**src/rtl/riscv_pkg.sv**
```systemverilog
// Shared encodings for the multicycle RV32I control path: opcodes, FSM states,
// datapath mux selects and immediate formats.
package riscv_pkg;

  localparam logic [6:0] OP_LOAD     = 7'b0000011;
  localparam logic [6:0] OP_STORE    = 7'b0100011;
  localparam logic [6:0] OP_OP       = 7'b0110011;
  localparam logic [6:0] OP_OPIMM    = 7'b0010011;
  localparam logic [6:0] OP_BRANCH   = 7'b1100011;
  localparam logic [6:0] OP_JAL      = 7'b1101111;
  localparam logic [6:0] OP_JALR     = 7'b1100111;
  localparam logic [6:0] OP_LUI      = 7'b0110111;
  localparam logic [6:0] OP_AUIPC    = 7'b0010111;
  localparam logic [6:0] OP_SYSTEM   = 7'b1110011;
  localparam logic [6:0] OP_MISC_MEM = 7'b0001111;

  typedef enum logic [3:0] {
    S_FETCH,
    S_DECODE,
    S_MEMADR,
    S_MEMRD,
    S_MEMWB,
    S_MEMWR,
    S_EXECR,
    S_EXECI,
    S_LUI,
    S_ALUWB,
    S_JALR,
    S_JAL,
    S_BRANCH,
    S_TRAP
  } ctrl_state_e;

  localparam logic [1:0] SRCA_PC    = 2'b00;
  localparam logic [1:0] SRCA_OLDPC = 2'b01;
  localparam logic [1:0] SRCA_RS1   = 2'b10;

  localparam logic [1:0] SRCB_RS2   = 2'b00;
  localparam logic [1:0] SRCB_IMM   = 2'b01;
  localparam logic [1:0] SRCB_FOUR  = 2'b10;

  localparam logic [1:0] ALUOP_ADD    = 2'b00;
  localparam logic [1:0] ALUOP_BRANCH = 2'b01;
  localparam logic [1:0] ALUOP_FUNCT  = 2'b10;
  localparam logic [1:0] ALUOP_PASSB  = 2'b11;

  localparam logic [1:0] RES_ALUOUT = 2'b00;
  localparam logic [1:0] RES_RDATA  = 2'b01;
  localparam logic [1:0] RES_ALU    = 2'b10;

  localparam logic [2:0] IMM_I = 3'b000;
  localparam logic [2:0] IMM_S = 3'b001;
  localparam logic [2:0] IMM_B = 3'b010;
  localparam logic [2:0] IMM_J = 3'b011;
  localparam logic [2:0] IMM_U = 3'b100;

  // Dispatch out of DECODE; anything not in the supported set traps.
  function automatic ctrl_state_e decode_next(input logic [6:0] op);
    case (op)
      OP_LOAD, OP_STORE:      decode_next = S_MEMADR;
      OP_OP:                  decode_next = S_EXECR;
      OP_OPIMM:               decode_next = S_EXECI;
      OP_BRANCH:              decode_next = S_BRANCH;
      OP_JAL:                 decode_next = S_JAL;
      OP_JALR:                decode_next = S_JALR;
      OP_LUI:                 decode_next = S_LUI;
      OP_AUIPC:               decode_next = S_ALUWB;
      OP_SYSTEM, OP_MISC_MEM: decode_next = S_FETCH;
      default:                decode_next = S_TRAP;
    endcase
  endfunction

endpackage

```
**src/rtl/imm_src_dec.sv**
```systemverilog
// Immediate-format select, decoded purely from the opcode so the extender
// is valid in every state.
module imm_src_dec
  import riscv_pkg::*;
(
  input  logic [6:0] op,
  output logic [2:0] ImmSrc
);

  always_comb begin
    ImmSrc = IMM_I;
    case (op)
      OP_STORE:           ImmSrc = IMM_S;
      OP_BRANCH:          ImmSrc = IMM_B;
      OP_JAL:             ImmSrc = IMM_J;
      OP_LUI, OP_AUIPC:   ImmSrc = IMM_U;
      default:            ImmSrc = IMM_I;
    endcase
  end

endmodule

```
**src/rtl/multicycle_ctrl.sv**
```systemverilog
// Main sequencing FSM of the multicycle RV32I core plus retired-instruction counter.
//
//   state  | meaning
//   FETCH  | read instruction at PC, PC <= PC+4 on mem_ready
//   DECODE | ALUOut <= OldPC+imm, dispatch on opcode
//   MEMADR | ALUOut <= rs1+imm (load/store address)
//   MEMRD  | load request at ALUOut, wait for mem_ready
//   MEMWB  | rd <= read data
//   MEMWR  | store request at ALUOut, wait for mem_ready
//   EXECR  | ALUOut <= rs1 op rs2
//   EXECI  | ALUOut <= rs1 op imm
//   LUI    | ALUOut <= imm
//   ALUWB  | rd <= ALUOut
//   JALR   | ALUOut <= rs1+imm (jump target)
//   JAL    | PC <= ALUOut, ALUOut <= OldPC+4
//   BRANCH | compare rs1/rs2, PC <= ALUOut if taken
//   TRAP   | unsupported opcode, parked until reset
module multicycle_ctrl
  import riscv_pkg::*;
#(
  parameter int CNT_W = 32
) (
  input  logic             clk,
  input  logic             reset,
  input  logic [6:0]       op,
  input  logic             branch_taken,
  input  logic             mem_ready,
  output logic             mem_req,
  output logic             MemWrite,
  output logic             AdrSrc,
  output logic             IRWrite,
  output logic             PCWrite,
  output logic             RegWrite,
  output logic [1:0]       ALUSrcA,
  output logic [1:0]       ALUSrcB,
  output logic [1:0]       ALUOp,
  output logic [1:0]       ResultSrc,
  output logic [2:0]       ImmSrc,
  output logic             illegal,
  output logic [CNT_W-1:0] instret
);

  ctrl_state_e state;
  ctrl_state_e state_nxt;
  logic        retire;

  imm_src_dec u_imm_src_dec (
    .op     (op),
    .ImmSrc (ImmSrc)
  );

  // An instruction retires exactly when control returns to FETCH from elsewhere.
  assign retire = (state != S_FETCH) && (state_nxt == S_FETCH);

  always_ff @(posedge clk) begin
    if (reset) begin
      state   <= S_FETCH;
      instret <= '0;
      illegal <= 1'b0;
    end else begin
      state <= state_nxt;
      if (retire) begin
        instret <= instret + {{(CNT_W-1){1'b0}}, 1'b1};
      end
      if (state == S_TRAP) begin
        illegal <= 1'b1;
      end
    end
  end

  always_comb begin
    state_nxt = state;
    mem_req   = 1'b0;
    MemWrite  = 1'b0;
    AdrSrc    = 1'b0;
    IRWrite   = 1'b0;
    PCWrite   = 1'b0;
    RegWrite  = 1'b0;
    ALUSrcA   = SRCA_PC;
    ALUSrcB   = SRCB_RS2;
    ALUOp     = ALUOP_ADD;
    ResultSrc = RES_ALUOUT;

    case (state)
      S_FETCH: begin
        mem_req   = 1'b1;
        ALUSrcB   = SRCB_FOUR;
        ResultSrc = RES_ALU;
        if (mem_ready) begin
          IRWrite   = 1'b1;
          PCWrite   = 1'b1;
          state_nxt = S_DECODE;
        end
      end
      S_DECODE: begin
        ALUSrcA   = SRCA_OLDPC;
        ALUSrcB   = SRCB_IMM;
        state_nxt = decode_next(op);
      end
      S_MEMADR: begin
        ALUSrcA   = SRCA_RS1;
        ALUSrcB   = SRCB_IMM;
        state_nxt = (op == OP_STORE) ? S_MEMWR : S_MEMRD;
      end
      S_MEMRD: begin
        mem_req = 1'b1;
        AdrSrc  = 1'b1;
        if (mem_ready) begin
          state_nxt = S_MEMWB;
        end
      end
      S_MEMWB: begin
        ResultSrc = RES_RDATA;
        RegWrite  = 1'b1;
        state_nxt = S_FETCH;
      end
      S_MEMWR: begin
        mem_req  = 1'b1;
        MemWrite = 1'b1;
        AdrSrc   = 1'b1;
        if (mem_ready) begin
          state_nxt = S_FETCH;
        end
      end
      S_EXECR: begin
        ALUSrcA   = SRCA_RS1;
        ALUSrcB   = SRCB_RS2;
        ALUOp     = ALUOP_FUNCT;
        state_nxt = S_ALUWB;
      end
      S_EXECI: begin
        ALUSrcA   = SRCA_RS1;
        ALUSrcB   = SRCB_IMM;
        ALUOp     = ALUOP_FUNCT;
        state_nxt = S_ALUWB;
      end
      S_LUI: begin
        ALUSrcB   = SRCB_IMM;
        ALUOp     = ALUOP_PASSB;
        state_nxt = S_ALUWB;
      end
      S_ALUWB: begin
        ResultSrc = RES_ALUOUT;
        RegWrite  = 1'b1;
        state_nxt = S_FETCH;
      end
      S_JALR: begin
        ALUSrcA   = SRCA_RS1;
        ALUSrcB   = SRCB_IMM;
        state_nxt = S_JAL;
      end
      S_JAL: begin
        // Target already sits in ALUOut; the ALU meanwhile forms the link value.
        ALUSrcA   = SRCA_OLDPC;
        ALUSrcB   = SRCB_FOUR;
        ResultSrc = RES_ALUOUT;
        PCWrite   = 1'b1;
        state_nxt = S_ALUWB;
      end
      S_BRANCH: begin
        ALUSrcA   = SRCA_RS1;
        ALUSrcB   = SRCB_RS2;
        ALUOp     = ALUOP_BRANCH;
        ResultSrc = RES_ALUOUT;
        PCWrite   = branch_taken;
        state_nxt = S_FETCH;
      end
      S_TRAP: begin
        state_nxt = S_TRAP;
      end
      default: begin
        state_nxt = S_TRAP;
      end
    endcase

    // Reset is synchronous, so the state may still be mid-instruction: mask side effects now.
    if (reset) begin
      mem_req  = 1'b0;
      MemWrite = 1'b0;
      IRWrite  = 1'b0;
      PCWrite  = 1'b0;
      RegWrite = 1'b0;
    end
  end

endmodule

```
**config.mk**
```make
export PLATFORM = sky130hd
export DESIGN_NAME = multicycle_ctrl
export DESIGN_NICKNAME = d
export VERILOG_FILES = /design/src/rtl/riscv_pkg.sv /design/src/rtl/imm_src_dec.sv /design/src/rtl/multicycle_ctrl.sv
export SDC_FILE = /design/constraint.sdc
export NUM_CORES = 1
export LEC_CHECK = 0
export ABC_AREA = 1
export CAP_MARGIN = 10
export CORE_ASPECT_RATIO = 1.4
export CORE_MARGIN = 2
export CORE_UTILIZATION = 57
export DETAILED_ROUTE_END_ITERATION = 7
export DONT_BUFFER_PORTS = 1
export MAX_ROUTING_LAYER = met4
export PLACE_DENSITY = 0.74
export SYNTH_ARGS = -nofsm -noshare
export SYNTH_HDL_FRONTEND = slang
export SYNTH_SLANG_ARGS = --single-unit
```
**constraint.sdc**
```tcl
create_clock -name clk -period 2 [get_ports clk]
set_clock_uncertainty 0.2 [all_clocks]
set_input_delay 0.4 -clock clk [delete_from_list [all_inputs] [get_ports clk]]
set_output_delay 0.4 -clock clk [all_outputs]
set_load 0.01 [all_outputs]
```
-- Word-level counts from Yosys, hierarchy flattened
Index checks and enable logic that the tools add are counted.
- bits in registers: 37
- input port bits: 11
- output and inout bits: 50
- word-level logic and storage cells: 68
- $add $sub $neg: 1
- equality and inequality tests: 24
- muxes and demuxes: 23
- reductions and logical operators: 17
- operator list (operator ; number):
    $pmux 4 s9 ; 1
    $add 32x1->32 const B ; 1
    $pmux 4 s8 ; 1
    $eq 7x7->1 const B ; 4
    $eq 4x4->1 const B ; 6
    $eq 7x6->1 const B ; 3
    $eq 4x3->1 const B ; 4
    $reduce_or 2->1 ; 8
    $eq 7x5->1 const B ; 2
    $mux 4 ; 3
    $pmux 2 s2 ; 3
    $pmux 3 s4 ; 1
    $mux 1 ; 11
    $reduce_or 5->1 ; 2
    $eq 4x2->1 const B ; 2
    $logic_not 4->1 ; 2
    $eq 7x2->1 const B ; 1
    $eq 7x4->1 const B ; 1
    $pmux 2 s3 ; 1
    $reduce_or 3->1 ; 2
    $eq 4x1->1 const B ; 1
    $reduce_bool 4->1 ; 1
    $reduce_or 4->1 ; 1
    $mux 3 ; 1
    2 further kinds ; 2

-- Longest topological paths before layout
Gate-level depths: netlist of the first run.
- word-level depth: 6
- gate-level depth with buffers: 15
- mapped depth without buffers: 14

-- Hierarchy
Synthesis of the first run repeated with hierarchy kept, for this count alone.
- cell total of the unflattened synthesis: 411
- area total of the unflattened synthesis: 2409.8 um2
- by module, submodules not included (module ; instances ; cells an instance ; area an instance (um2)):
    multicycle_ctrl ; 1 ; 392 ; 2331.0
    imm_src_dec ; 1 ; 19 ; 78.8

-- Least setup slack after synthesis of the first run
No wires, ideal clock.
- kind: input to register
- from: input op[0]
- to: register instret[18]
- library setup time: 128 ps
- arrival: 1701 ps
- data required time: 1672 ps
- slack: -29 ps
- stages on the path: 12
- cells stage by stage: nand2_1 > nor2_4 > nand2_1 > o21ai_1 > nand2_1 > nor2_1 > nand3_1 > nor2_4 > buf_4 > nand3_1 > nand2_1 > nor2_1
- word-level cells in the longest chain between the ends: 6
- ends and longest elaborated chain (what ; line ; RTL):
    start: declaration ; multicycle_ctrl.sv:25 ; input logic [6:0] op,
    $eq 7x7->1, or another cell as far along ; riscv_pkg.sv:59 ; case (op)
    $reduce_or 2->1 ; riscv_pkg.sv:59 ;
    $pmux 4 s9 ; riscv_pkg.sv:59 ;
    $pmux 4 s8 * ; multicycle_ctrl.sv:84 ; case (state)
    $logic_not 4->1 * ; multicycle_ctrl.sv:53 ; assign retire = (state != S_FETCH) && (state_nxt == S_FETCH);
    $logic_and 1x1->1 * ; multicycle_ctrl.sv:53 ;
    end signal: assignment ; multicycle_ctrl.sv:63 ; instret <= instret + {{(CNT_W-1){1'b0}}, 1'b1};
    end: declaration ; multicycle_ctrl.sv:40 ; output logic [CNT_W-1:0] instret
Every way passes the cells marked *; elsewhere a longest branch is shown, timed or not.
A chain may end at the register's enable or synchronous reset.

-- Worst setup path in the final report of the first run
- from: register instret[0]
- to: register instret[28]
- word-level cells in the longest chain between the ends: 1
- ends and longest elaborated chain (what ; line):
    $add 32x1->32 ; multicycle_ctrl.sv:63
No other way between the ends.

==> results of run 1 <==
[critical path, cell delays in order, from the launching register on]
cell,delay (ns)
sky130_fd_sc_hd__dfxtp_2,0.36
sky130_fd_sc_hd__ha_2,0.21
sky130_fd_sc_hd__nand3_2,0.10
sky130_fd_sc_hd__buf_4,0.16
sky130_fd_sc_hd__nor2_1,0.10
sky130_fd_sc_hd__nand4_1,0.19
sky130_fd_sc_hd__nor2_1,0.23
sky130_fd_sc_hd__nand4_1,0.13
sky130_fd_sc_hd__nor2_1,0.18
sky130_fd_sc_hd__nand3_1,0.11
sky130_fd_sc_hd__nand2_1,0.08
sky130_fd_sc_hd__nor2_1,0.04
[timing repair]
item / 4_1_cts / 5_1_grt
buffers inserted: 4 / 8
gates resized for setup: 48 / 43
cloned: 3 / 1
pin swaps: 13 / 13
endpoints found under the setup margin: 40 / 44
hold endpoints to repair: 20 / 17
[registers in the layout (all words and copies together), names as in the netlist]
name	cells
instret	32
illegal	1
state	4
[power breakdown]
part	total, uW	internal (uW)	switching (uW)
Clock	603	312	291
Sequential	866	797	68.8
Combinational	2810	1340	1460
Total	4270	2450	1820
[layout make-up]
class                      instances  area (um^2)
clock inverter                     1         5.00
timing repair buffer              87          803
inverter                          60          235
tap                               45         56.3
sequential                        37          756
multi-input combinational        327         1710
fill                             240          542
clock buffer                       7         96.3
[final timing paths]
kind,start,to,slack [ns],cells past startpoint
setup / recovery,instret[0],instret[28],-0.19,11
hold / removal,reset,state[0],-0.04,1
setup reg to reg,instret[0],instret[28],-0.19,11
hold reg to reg,instret[14],instret[14],0.38,2
[per-stage QoR]
stage,worst slack (ns),std cells
2_1_floorplan,-0.00249,436
3_3_place_gp,-0.103,539
3_5_place_dp,-0.177,539
4_1_cts,-0.0911,558
5_1_grt,-0.329,564
6_report,-0.187,564
[per-layer routing]
metal,part of all wire,global-route usage
met5,0,-
met2,0.53,0.632
met1,0.34,0.350
met3,0.079,0.0810
met4,0.050,0.162
[Yosys cell counts]
library cell,n,share of area
sky130_fd_sc_hd__clkbuf_1,5,0.0075
sky130_fd_sc_hd__nand4_1,9,0.023
sky130_fd_sc_hd__nand3b_1,1,0.0030
sky130_fd_sc_hd__a21oi_1,22,0.044
sky130_fd_sc_hd__nand2_2,2,0.0050
sky130_fd_sc_hd__nand2_1,124,0.19
sky130_fd_sc_hd__nor3b_2,1,0.0050
sky130_fd_sc_hd__xnor2_1,1,0.0035
sky130_fd_sc_hd__nor3_1,11,0.022
sky130_fd_sc_hd__buf_6,2,0.0090
sky130_fd_sc_hd__nor2_4,2,0.0090
sky130_fd_sc_hd__inv_2,4,0.0060
sky130_fd_sc_hd__nor2_2,4,0.010
sky130_fd_sc_hd__nor2_1,78,0.12
sky130_fd_sc_hd__inv_1,54,0.081
sky130_fd_sc_hd__buf_2,1,0.0020
sky130_fd_sc_hd__buf_4,4,0.012
sky130_fd_sc_hd__nor4_1,5,0.013
sky130_fd_sc_hd__o211ai_1,1,0.0030
sky130_fd_sc_hd__clkinv_2,1,0.0020
sky130_fd_sc_hd__o21ai_0,5,0.010
sky130_fd_sc_hd__nand3_1,53,0.11
sky130_fd_sc_hd__a31oi_1,1,0.0025
sky130_fd_sc_hd__o21bai_1,1,0.0030
sky130_fd_sc_hd__clkinv_1,1,0.0015
sky130_fd_sc_hd__o2111ai_1,1,0.0035
sky130_fd_sc_hd__dfxtp_1,37,0.30
sky130_fd_sc_hd__and3_1,1,0.0025
sky130_fd_sc_hd__ha_1,1,0.0050
sky130_fd_sc_hd__o21ai_1,3,0.0060
[kinds of logic (layout without fill, tap and decap cells)]
kind of cell / count (synthesis) / count (layout)
AO/OA/AOI/OAI: 34 / 34
XOR/XNOR: 1 / 1
adder cells (fa/ha/maj): 1 / 1
flip-flops: 37 / 37
AND/OR/NAND/NOR: 291 / 291
buffers and inverters: 72 / 155
==> summary.md, run 1 <==
The run finished, with violations left. The final reports fail on DRC, hold timing, setup timing. The tools report the highest clock rate as 457 MHz. The run gives 0 as the number of max-slew violations in the final report.

The post-synthesis simple-gate area fraction came out at 0.502. Number of top-level pins: 61. TritonCTS built the clock tree. The combinational family with the most area after synthesis was simple AND/OR/NAND/NOR gates. The logs give 530 for the number of nets in the final layout and 4 for the hold buffer count at cts. The total inserted antenna cells is 0, and the full die area is 4930 um^2. The top cell types in the final layout, fill and taps aside, are 113 x sky130_fd_sc_hd__nand2_1, 70 x sky130_fd_sc_hd__nor2_1, 69 x sky130_fd_sc_hd__buf_4, 51 x sky130_fd_sc_hd__inv_1, 37 x sky130_fd_sc_hd__nand3_1. Number of failing hold endpoints at the final stage: 17. The tools report the number of distinct library cells after synthesis as 30.

At the pin with the least slew margin, the transition time is 0.398 ns. Summed over all nets, the half-perimeter wirelength after detailed placement is 5170 um. The pre-antenna-repair detailed-routing pass consisted of 7 iterations. The tools report the relative slew slack as 0.732. Setup violations remaining at the end of the flow were counted as 39.

The post-synthesis adder-cell area fraction is 0.00501. Summed over all cells, the static leakage comes to 0.00172 uW. At the worst endpoint, the arrival time is 2.18 ns. The share of the cycle needed by the critical path after routing was 1.09. From synthesis to final layout, the design area changed by 46.6%. Clock-pin slew was measured on the worst setup and hold paths at 0.08 ns. For this run, the number of Yosys warnings is 0. Of all nets on the critical path, the largest fanout is 3.

Summed over all layers, the routed wires come to 9160 um. The xor and xnor fraction of the mapped netlist area works out to 0.00351. The vertical die dimension was 82.3 um.

The tools report the number of rows created at floorplan as 28. The logs give -0.187 ns for the worst setup margin and 0.874 for the routability congestion estimate from global placement. STA puts the critical path data required time at 1.99 ns. The clock net in this run drives a total of 37 sinks. Setup repair after global routing could not meet its margin everywhere.

The tool flagged a number of max-cap violations equal to 0. The tools report the wire length of the first global-routing pass as 12900 um. The run gives 0.594 as the initial core utilization. The remaining design rule violation count is 1. After synthesis the netlist holds a flip-flop and latch count of 37. Post-synthesis compound-gate area fraction: 0.0721.

Counting every net in the synthesized netlist gives 448. The run gives 0.297 as the proportion of synthesized chip area in sequential cells. The startpoint type of the worst setup path is a flop. The run gives 2914 as the via count of the first global-routing pass. Worst-case clock buffer depth: 2. The average via count per standard cell was 5.91. The run gives -0.0377 ns as the worst hold slack across all endpoints. The ratio of cells with drive above 1 in the final layout works out to 0.312. The initial antenna violation count was 0; the total vias in the final route was 3332. Buffers inserted during clock tree synthesis total 5.

Entering global routing, the biggest net connects 26 pins. For the post-synth design cell area, the log shows 2500 um^2. Initial detailed-routing violation count: 412.

Mux cell area share after synthesis: 0. The logs give 3030 um^2 for the cell area reported after detailed placement and 4200 um^2 for the placeable core region. The count of input and output buffers is 0, and the worst-skew pair later-pin latency is 0.30 ns.

The average size of a mapped cell is 5.73 um^2. The power density normalized to cell area is 1170 nW/um^2, and the total grt overflow is 0. Once detail routing completed, the nets flagged for antenna violations numbered 0.

Cell at the root of the clock tree: sky130_fd_sc_hd__clkbuf_8. Counting I/O delays and the setup requirement, the final critical path takes 2.19 ns. The tools report the core occupancy in the finished layout as 0.871. The type of the worst setup path was reg -> reg. The tools report the setup TNS after final layout as -5.11 ns. The total power draw came out at 4270 uW. For the final design area excluding fillers, the log shows 3660 um^2.

The overall routing resource usage was 0.351. The nature of the critical path endpoint is a flop. The library cell used most frequently in the layout, excluding fill and tap cells, is sky130_fd_sc_hd__nand2_1. VDD sags by at most 1.26 mV. The run gives 436 as the gate count of the mapped netlist. Worst hold-check path type: in -> reg. From left edge to right edge, the die measures 59.9 um. CTS built an H-tree with a depth of 2. Dividing the detail-routed wire length by the instance count gives 16.2 um.
Note: power is estimated with default switching activity, not from simulation.
==> inputs of run 2 (changes only) <==
--- a/config.mk
+++ b/config.mk
@@ -5,7 +5,6 @@
 export SDC_FILE = /design/constraint.sdc
 export NUM_CORES = 1
 export LEC_CHECK = 0
-export ABC_AREA = 1
 export CAP_MARGIN = 10
 export CORE_ASPECT_RATIO = 1.4
 export CORE_MARGIN = 2
==> summary.md, run 2 <==
The number of synthesized flops with an enable pin came out at 0 (unchanged). The initial antenna violation count was 0 (unchanged). The cell at the root of the clock tree is sky130_fd_sc_hd__clkbuf_8 (unchanged). For the worst-case clock buffer depth, the log shows 2 (unchanged).

The count of input and output buffers was 0 (unchanged). Cell count after placement: 398 (was 539). The tools report the number of failing hold endpoints at the final stage as 0 (was 17). The tools report the HPWL after detailed placement as 4790 um (was 5170 um). Total clock buffers created by CTS: 5 (unchanged). The tools report the overall routing resource usage as 0.357 (was 0.351). The number of distinct library cells after synthesis was 53 (was 30).

The tools report the number of routed nets with antenna violations as 0 (unchanged). The total grt overflow came out at 0 (unchanged). The placeable core region is 3950 um^2 (was 4200 um^2), and the wire length of the first global-routing pass is 12600 um (was 12900 um). The async set-or-reset flop fraction in the synthesized netlist is 0 (unchanged). The tools report the register-to-register setup slack as -0.47 ns (was -0.19 ns).

Setup repair after global routing could not meet its margin everywhere. For the count of TritonRoute iterations in the first routing pass, the log shows 5 (was 7). The startpoint type of the worst setup path is a flop (unchanged). The logs give -0.469 ns (was -0.187 ns) for the worst setup margin and 302 (was 436) for the gate count of the mapped netlist. The predominant post-synthesis flop cell was sky130_fd_sc_hd__dfxtp_1 (unchanged). For the cell area reported after detailed placement, the log shows 2930 um^2 (was 3030 um^2). The final-report setup violation count was 43 (was 39). The number of max-slew violations in the final report was 0 (unchanged). Commonest non-fill, non-tap cell in the layout: sky130_fd_sc_hd__buf_4 (was sky130_fd_sc_hd__nand2_1).

The routed wire length per instance came out at 23.8 um (was 16.2 um). The flow ran to the end, but the final reports show violations. The flip-flop count of the largest register, all copies and words added was 32 (unchanged). Final design area excluding fillers: 3590 um^2 (was 3660 um^2).

The most frequently used cell type in the post-synthesis netlist was sky130_fd_sc_hd__a21oi_1 (was sky130_fd_sc_hd__nand2_1). The synthesized net count is 314 (was 448). The post-synth design cell area came out at 2350 um^2 (was 2500 um^2). The number of max-cap violations is 0 (unchanged). The maximum vdd drop is 0.634 mV (was 1.26 mV).

The register bit count reported by yosys was 37 (unchanged); the initial detailed-routing violation count was 447 (was 412). The tools report the count of yosys warnings during synthesis as 0 (unchanged). The total vias in the final route was 3171 (was 3332). The footprint of the multi-input gates is 1740 um^2 (was 1710 um^2). Via count of the first global-routing pass: 2693 (was 2914). Nature of the critical path endpoint: a flop (unchanged).

The die boundary width was 58.3 um (was 59.9 um). The flip-flop and latch area came out at 757 um^2 (was 756 um^2). Proportion of netlist area held by the largest area contributor: 0.315 (was 0.297). The relative slew slack came out at 0.664 (was 0.732). The number of fill cells in the layout was 173 (was 240).

Leading cell types by count after synthesis: 38 x sky130_fd_sc_hd__a21oi_1, 37 x sky130_fd_sc_hd__dfxtp_1, 21 x sky130_fd_sc_hd__o21ai_0, 20 x sky130_fd_sc_hd__nand2_1, 16 x sky130_fd_sc_hd__or3_1 (was 124 x sky130_fd_sc_hd__nand2_1, 78 x sky130_fd_sc_hd__nor2_1, 54 x sky130_fd_sc_hd__inv_1, 53 x sky130_fd_sc_hd__nand3_1, 37 x sky130_fd_sc_hd__dfxtp_1). The share of the cycle needed by the critical path after routing came out at 1.23 (was 1.09). Worst hold-check path type: in -> reg (unchanged).

The power density normalized to cell area is 716 nW/um^2 (was 1170 nW/um^2). TritonCTS built the clock tree. The required time at the worst-slack endpoint came out at 2.02 ns (was 1.99 ns).

The number of clock sinks seen by CTS is 37 (unchanged), and the number of rows created at floorplan is 27 (was 28). The setup TNS after final layout was -11.16 ns (was -5.11 ns); the largest fanout on the critical path was 8 (was 3). The maximum number of pins on one net before global-route repair came out at 44 (was 26). The vertical die dimension was 80.0 um (was 82.3 um). Largest registers ranked by flip-flop count: instret: 32 flops, state: 4 flops, illegal: 1 flops (unchanged). The routability congestion estimate from global placement is 0.943 (was 0.874).

The average via count per standard cell is 7.36 (was 5.91). The initial core utilization was 0.594 (about the same). The type of the worst setup path was reg -> reg (unchanged). Top post-synthesis cells by area: sky130_fd_sc_hd__dfxtp_1 32%, sky130_fd_sc_hd__a21oi_1 8.1%, sky130_fd_sc_hd__o31ai_1 4.8% (was sky130_fd_sc_hd__dfxtp_1 30%, sky130_fd_sc_hd__nand2_1 19%, sky130_fd_sc_hd__nor2_1 12%). The worst-skew pair later-pin latency came out at 0.30 ns (about the same). Most frequent cells in the layout: 77 x sky130_fd_sc_hd__buf_4, 32 x sky130_fd_sc_hd__a21oi_1, 32 x sky130_fd_sc_hd__dfxtp_1, 20 x sky130_fd_sc_hd__nand2_1, 19 x sky130_fd_sc_hd__buf_6 (was 113 x sky130_fd_sc_hd__nand2_1, 70 x sky130_fd_sc_hd__nor2_1, 69 x sky130_fd_sc_hd__buf_4, 51 x sky130_fd_sc_hd__inv_1, 37 x sky130_fd_sc_hd__nand3_1). The logs give 0 (was 1) for the remaining design rule violation count and 2 (unchanged) for the maximum level of the CTS H-tree. The arrival time at the worst endpoint is 2.49 ns (was 2.18 ns). The tools report the total inserted antenna cells as 0 (unchanged). The shortest period the worst path allows works out to 2.47 ns (was 2.19 ns).

The final cell count without fillers is 431 (was 564). The aggregate routed wire length is 10300 um (was 9160 um), and the number of nets in the final layout is 399 (was 530). Area added between synthesis and finish: 52.9% (was 46.6%). The largest area contributor in the netlist was sky130_fd_sc_hd__dfxtp_1 (unchanged).

The CTS clock-pin slew for the worst setup and hold paths was 0.08 ns (about the same). The ratio of cells with drive above 1 in the final layout works out to 0.436 (was 0.312). The pin slew with the least headroom to its limit is 0.499 ns (was 0.398 ns).

The full die area was 4660 um^2 (was 4930 um^2); the average size of a mapped cell was 7.78 um^2 (was 5.73 um^2). The register containing the most flip-flops in the final layout was instret (unchanged). The number of top-level pins was 61 (unchanged). Violated checks: setup timing (was DRC, hold timing, setup timing). The static power due to leakage was 0.00127 uW (was 0.00172 uW). The logs give 405 MHz (was 457 MHz) for the highest clock rate and 0.315 (was 0.297) for the proportion of synthesized chip area in sequential cells.
-- run 2: per-layer routing --
metal / vias to the layer above / wire (um) / track usage
met5: - / 0 / -
met4: 0 / 594 / 0.153
met3: 76 / 1030 / 0.0632
met2: 305 / 5190 / 0.656
met1: 1474 / 3460 / 0.361
li1: 1316 / - / -
-- run 2: worst paths after layout --
kind / endpoint / cells past startpoint / start
max reg2reg: instret[12] / 7 / state[2]
min: state[1] / 3 / mem_ready
max: instret[12] / 7 / state[2]
min reg2reg: instret[25] / 3 / instret[25]
-- run 2: cells by family (layout without fill, tap and decap cells) --
| family | count (synthesis) | after routing | synth area share |
|---|---|---|---|
| buffers and inverters | 33 | 119 | 0.0698 |
| multiplexers | 2 | 2 | 0.00905 |
| AO/OA/AOI/OAI | 95 | 95 | 0.253 |
| adder cells (fa/ha/maj) | 1 | 1 | 0.00532 |
| AND/OR/NAND/NOR | 131 | 131 | 0.337 |
| XOR/XNOR | 3 | 3 | 0.0112 |
| flip-flops | 37 | 37 | 0.315 |
-- run 2: report_power, final --
group / internal (uW) / switching [uW] / total (uW)
clock: 241 / 297 / 538
combinational: 602 / 615 / 1220
sequential: 769 / 49.7 / 819
-- run 2: area by class of cell --
type | instances | share of cell area
clock inverter | 3 | 0.00487
sequential | 37 | 0.211
inverter | 8 | 0.0101
tap | 43 | 0.0150
multi-input combinational | 232 | 0.484
clock buffer | 5 | 0.0192
timing repair buffer | 103 | 0.256
-- run 2: per-stage QoR --
step | total power [uW] | worst slack (ns) | hold WS, ns | utilization
floorplan | 1290 | -0.191 | 0.304 | -
global placement | 1470 | -0.286 | 0.270 | 0.741
detailed placement | 1480 | -0.356 | 0.275 | 0.741
CTS | 2320 | -0.275 | -0.0433 | 0.867
global route | 2640 | -0.496 | 0.177 | 0.909
finish | 2570 | -0.469 | 0.166 | 0.909
-- run 2: worst max-delay path, cell delays in order, from the launching register on --
cell,delay (ns)
sky130_fd_sc_hd__dfxtp_4,0.39
sky130_fd_sc_hd__nand4bb_4,0.22
sky130_fd_sc_hd__buf_6,0.15
sky130_fd_sc_hd__a2111oi_4,0.39
sky130_fd_sc_hd__nand4_2,0.16
sky130_fd_sc_hd__buf_4,0.20
sky130_fd_sc_hd__or4_1,0.48
sky130_fd_sc_hd__a21oi_1,0.19
-- run 2: timing repair --
action	CTS	global route
pin swaps	19	16
resized for setup	58	27
setup endpoints to repair	42	46
cloned	2	0
endpoints found under the hold margin	36	35
hold buffers	1	1
buffers inserted	16	7
==> inputs of run 3 (changes only) <==
--- a/config.mk
+++ b/config.mk
@@ -13,6 +13,8 @@
 export DONT_BUFFER_PORTS = 1
 export MAX_ROUTING_LAYER = met4
 export PLACE_DENSITY = 0.74
+export RECOVER_POWER = 25
+export SETUP_SLACK_MARGIN = 0.4
 export SYNTH_ARGS = -nofsm -noshare
 export SYNTH_HDL_FRONTEND = slang
 export SYNTH_SLANG_ARGS = --single-unit
==> summary.md, run 3 <==
The flow did not finish. It got as far as 5_1_grt and failed there. The tool reported: "[ERROR DPL-0038] Utilization greater than 100%, impossible to legalize".

The count of yosys warnings during synthesis was 0 (unchanged). The gate count of the mapped netlist was 302 (unchanged). The most frequently used cell type in the post-synthesis netlist was sky130_fd_sc_hd__a21oi_1 (unchanged). The worst-case clock buffer depth is 2 (unchanged). Number of clock sinks seen by CTS: 37 (unchanged).

For the HPWL after detailed placement, the log shows 4740 um (was 4790 um). Leading cell types by count after synthesis: 38 x sky130_fd_sc_hd__a21oi_1, 37 x sky130_fd_sc_hd__dfxtp_1, 21 x sky130_fd_sc_hd__o21ai_0, 20 x sky130_fd_sc_hd__nand2_1, 16 x sky130_fd_sc_hd__or3_1 (unchanged). The average size of a mapped cell works out to 7.78 um^2 (unchanged).

For the proportion of synthesized chip area in sequential cells, the log shows 0.315 (unchanged). The run gives 2350 um^2 (unchanged) as the post-synth design cell area. The initial core utilization is 0.594 (unchanged), and the count of input and output buffers is 0 (unchanged). Maximum level of the CTS H-tree: 2 (unchanged).

The largest area contributor in the netlist is sky130_fd_sc_hd__dfxtp_1 (unchanged). Die boundary width: 58.3 um (unchanged). The number of rows created at floorplan came out at 27 (unchanged). The proportion of netlist area held by the largest area contributor is 0.315 (unchanged). The cell area reported after detailed placement is 2990 um^2 (was 2930 um^2), and the register bit count reported by yosys is 37 (unchanged). The number of top-level pins is 61 (unchanged), and the maximum number of pins on one net before global-route repair is 44. The run gives 314 (unchanged) as the synthesized net count. The cell at the root of the clock tree is sky130_fd_sc_hd__clkbuf_8 (unchanged). When the last timing repair stopped, the worst path ended at instret[12]$_SDFFE_PP0P_/D. The total clock buffers created by CTS is 5 (unchanged), and the number of synthesized flops with an enable pin is 0 (unchanged).

The vertical die dimension was 80.0 um (unchanged). Top post-synthesis cells by area: sky130_fd_sc_hd__dfxtp_1 32%, sky130_fd_sc_hd__a21oi_1 8.1%, sky130_fd_sc_hd__o31ai_1 4.8% (unchanged). The run gives -0.316 ns (was -0.356 ns) as the worst slack after detailed placement. For the routability congestion estimate from global placement, the log shows 0.916 (was 0.943). The predominant post-synthesis flop cell was sky130_fd_sc_hd__dfxtp_1 (unchanged). The async set-or-reset flop fraction in the synthesized netlist works out to 0 (unchanged). The worst-path endpoint category is a register input. The number of distinct library cells after synthesis was 53 (unchanged).
==> run 3: cell families after synthesis <==
family | Yosys count | share of synthesized area
AND/OR/NAND/NOR | 131 | 0.337
AO/OA/AOI/OAI | 95 | 0.253
flip-flops | 37 | 0.315
buffers and inverters | 33 | 0.0698
XOR/XNOR | 3 | 0.0112
multiplexers | 2 | 0.00905
adder cells (fa/ha/maj) | 1 | 0.00532
==> run 3: what timing repair did <==
action | CTS
setup buffers | 22
gates cloned | 4
hold endpoints to repair | 36
setup endpoints to repair | 52
pin swaps | 30
gates resized for setup | 94
==> run 3: through the flow <==
step                setup TNS [ns]  std cells
floorplan                    -3.00        302
global placement             -3.87        400
detailed placement           -5.87        400
CTS                          -6.82        434
==> inputs of run 4 (changes only) <==
--- a/config.mk
+++ b/config.mk
@@ -6,15 +6,12 @@
 export NUM_CORES = 1
 export LEC_CHECK = 0
 export CAP_MARGIN = 10
-export CORE_ASPECT_RATIO = 1.4
 export CORE_MARGIN = 2
-export CORE_UTILIZATION = 57
+export CORE_UTILIZATION = 40
 export DETAILED_ROUTE_END_ITERATION = 7
 export DONT_BUFFER_PORTS = 1
-export MAX_ROUTING_LAYER = met4
-export PLACE_DENSITY = 0.74
+export PLACE_DENSITY_LB_ADDON = 0.15
 export RECOVER_POWER = 25
-export SETUP_SLACK_MARGIN = 0.4
 export SYNTH_ARGS = -nofsm -noshare
 export SYNTH_HDL_FRONTEND = slang
 export SYNTH_SLANG_ARGS = --single-unit
==> constraint.sdc (replaced) <==
create_clock -name clk -period 2.6 [get_ports clk]
set_clock_uncertainty 0.2 [all_clocks]
set_input_delay 0.52 -clock clk [delete_from_list [all_inputs] [get_ports clk]]
set_output_delay 0.52 -clock clk [all_outputs]
set_load 0.01 [all_outputs]
==> summary.md, run 4 (synthesized netlist as in run 2, its figures left out) <==
Summing over every cut layer, the via total after detailed routing is 2288. The depth of the most critical reg-to-reg path is 7. The ratio of cells with drive above 1 in the final layout works out to 0.137.

Required time at the worst-slack endpoint: 2.62 ns. The number of routed nets with antenna violations is 0. After routing, the total negative slack on setup checks comes to 0 ns. Type of the worst setup path: reg -> reg.

The area growth from synthesis to layout is 10.3%. The number of failing hold endpoints at the final stage was 0; the initial detailed-routing violation count was 129. The first detailed-routing pass took 4 iterations. The clock reaches the later pin of the worst-skew pair after 0.29 ns. The relative slew slack was 0.603; the flip-flop count of the largest register, all copies and words added was 32. Entering global routing, the biggest net connects 44 pins. For the hold buffer count at cts, the log shows 0. Across all register-to-register paths, the minimum setup slack is 0.14 ns. Clock-pin slew was measured on the worst setup and hold paths at 0.08 ns. STA classifies the critical path endpoint as a flop. The end point of the most critical hold path was instret[0]. The share of the cycle needed by the critical path after routing was 0.946.

The power density normalized to cell area was 554 nW/um^2. The count of instances resized after the clock tree is built was 0 (was 94); the initial antenna violation count was 0. In the final layout, the registers with the most flip-flops are instret: 32 flops, state: 4 flops, illegal: 1 flops.

The final-report setup violation count came out at 0. Of all nets on the critical path, the largest fanout is 24. The routed design has 6000 um of wire.

In this run the most critical hold path is launched from reset. For the worst-case clock buffer depth, the log shows 2 (unchanged). For the number of nets in the final layout, the log shows 319.

The die boundary width came out at 80.6 um (was 58.3 um). Leaving out fill and tap cells, the most frequent cell in the layout is sky130_fd_sc_hd__a21oi_1. The number of rows created at floorplan is 27 (unchanged), and the routability congestion estimate from global placement is 0.823 (was 0.916).

The vertical die dimension was 80.6 um (was 80.0 um). The endpoint identified for the worst register-to-register timing path is instret[21]. The worst setup path is launched from a flop. The logs give 0.190 for the overall routing resource usage and 5570 um^2 for the placeable core region. The repair_antennas step left the layout with diodes totalling 0. In this run the static leakage power is 0.000769 uW.

The tools report the worst slack after detailed placement as 0.0767 ns (was -0.316 ns). The run gives 4200 um (was 4740 um) as the HPWL after detailed placement. The tools report the total clock buffers created by CTS as 5 (unchanged). The cell at the root of the clock tree was sky130_fd_sc_hd__clkbuf_8 (unchanged). For this run, the top clock speed supported by timing is 407 MHz. The logs give 0 (was 22) for the post-CTS setup buffer count and 6500 um^2 for the full die area. TritonCTS built the clock tree.

The total grt overflow was 0; the shortest period the worst path allows was 2.46 ns. The count of input and output buffers is 0 (unchanged), and the via count of the first global-routing pass is 2081. The arrival time at the worst endpoint was 2.48 ns. The library cells used most frequently in the layout, excluding fill and tap cells, are 37 x sky130_fd_sc_hd__a21oi_1, 36 x sky130_fd_sc_hd__dfxtp_1, 21 x sky130_fd_sc_hd__o21ai_0, 20 x sky130_fd_sc_hd__nand2_1, 20 x sky130_fd_sc_hd__buf_4.

The register containing the most flip-flops in the final layout is instret. The first global-routing pass estimated 9890 um of wire. At the pin with the least slew margin, the transition time is 0.587 ns. Once routing completed, OpenROAD measured the worst setup slack at 0.141 ns.

The path class of the tightest hold or removal check is in -> reg. The routed wire length per instance is 15.8 um, and the maximum vdd drop is 0.270 mV. The startpoint identified for the worst register-to-register timing path is state[1]. The remaining design rule violation count is 0, and the maximum level of the CTS H-tree is 2 (unchanged).

Setup repair after global routing left no endpoint under its margin. The number of top-level pins came out at 61 (unchanged). The number of max-slew violations in the final report is 0, and the average via count per standard cell is 6.04. The flow ran to the end, and the final reports show no timing, DRC or antenna violations.

Number of fill cells in the layout: 564. Max-cap violations in this run came to 0. The number of clock sinks seen by CTS was 37 (unchanged); the initial core utilization was 0.422 (was 0.594). The worst hold path cell count came out at 1.
==> run 4: area by class of cell <==
cell class	instances	area (um^2)	area share
multi-input combinational	232	1450	0.559
sequential	37	742	0.286
timing repair buffer	23	194	0.0748
inverter	8	30.0	0.0116
tap	72	90.1	0.0348
clock buffer	7	86.3	0.0333
==> run 4: per-layer routing <==
metal | wire, um | GRT usage
met5 | 0 | 0
met4 | 61 | 0.0627
met3 | 389 | 0.0573
met2 | 2840 | 0.325
met1 | 2710 | 0.227
==> run 4: critical path, stage by stage, from the launching register on <==
cell and delay, ns:
sky130_fd_sc_hd__dfxtp_1 0.40, sky130_fd_sc_hd__or4_4 0.21, sky130_fd_sc_hd__nand4_1 0.23, sky130_fd_sc_hd__a211oi_1 0.31, sky130_fd_sc_hd__nand4_1 0.20, sky130_fd_sc_hd__buf_12 0.20
sky130_fd_sc_hd__or4_1 0.49, sky130_fd_sc_hd__a21oi_1 0.14
==> run 4: report_power, final <==
group / total [uW] / internal (uW) / switching, uW
Sequential: 608 / 588 / 19.8
Combinational: 413 / 158 / 254
Clock: 416 / 211 / 205
==> run 4: worst max-delay path by stage <==
stage,cells after the start,slack (ns),start,endpoint
6_report,7,0.14,state[1],instret[21]
5_1_grt,8,0.006,state[3],instret[20]
4_1_cts,8,0.03,state[3],instret[16]
3_5_place_dp,8,0.08,state[3],instret[16]
3_3_place_gp,8,0.10,state[3],instret[24]
2_1_floorplan,7,0.21,mem_ready,instret[28]
==> run 4: metrics by stage <==
stage / total power, uW / area (um^2) / utilization / hold WS, ns / instances
after floorplan: 967 / 2350 / - / 0.304 / 302
after global placement: 1030 / 2500 / 0.449 / 0.326 / 372
after detailed placement: 1040 / 2500 / 0.449 / 0.334 / 372
after CTS: 1450 / 2590 / 0.465 / 0.0819 / 379
after global routing: 1530 / 2590 / 0.465 / 0.0720 / 379
final: 1440 / 2590 / 0.465 / 0.0942 / 379
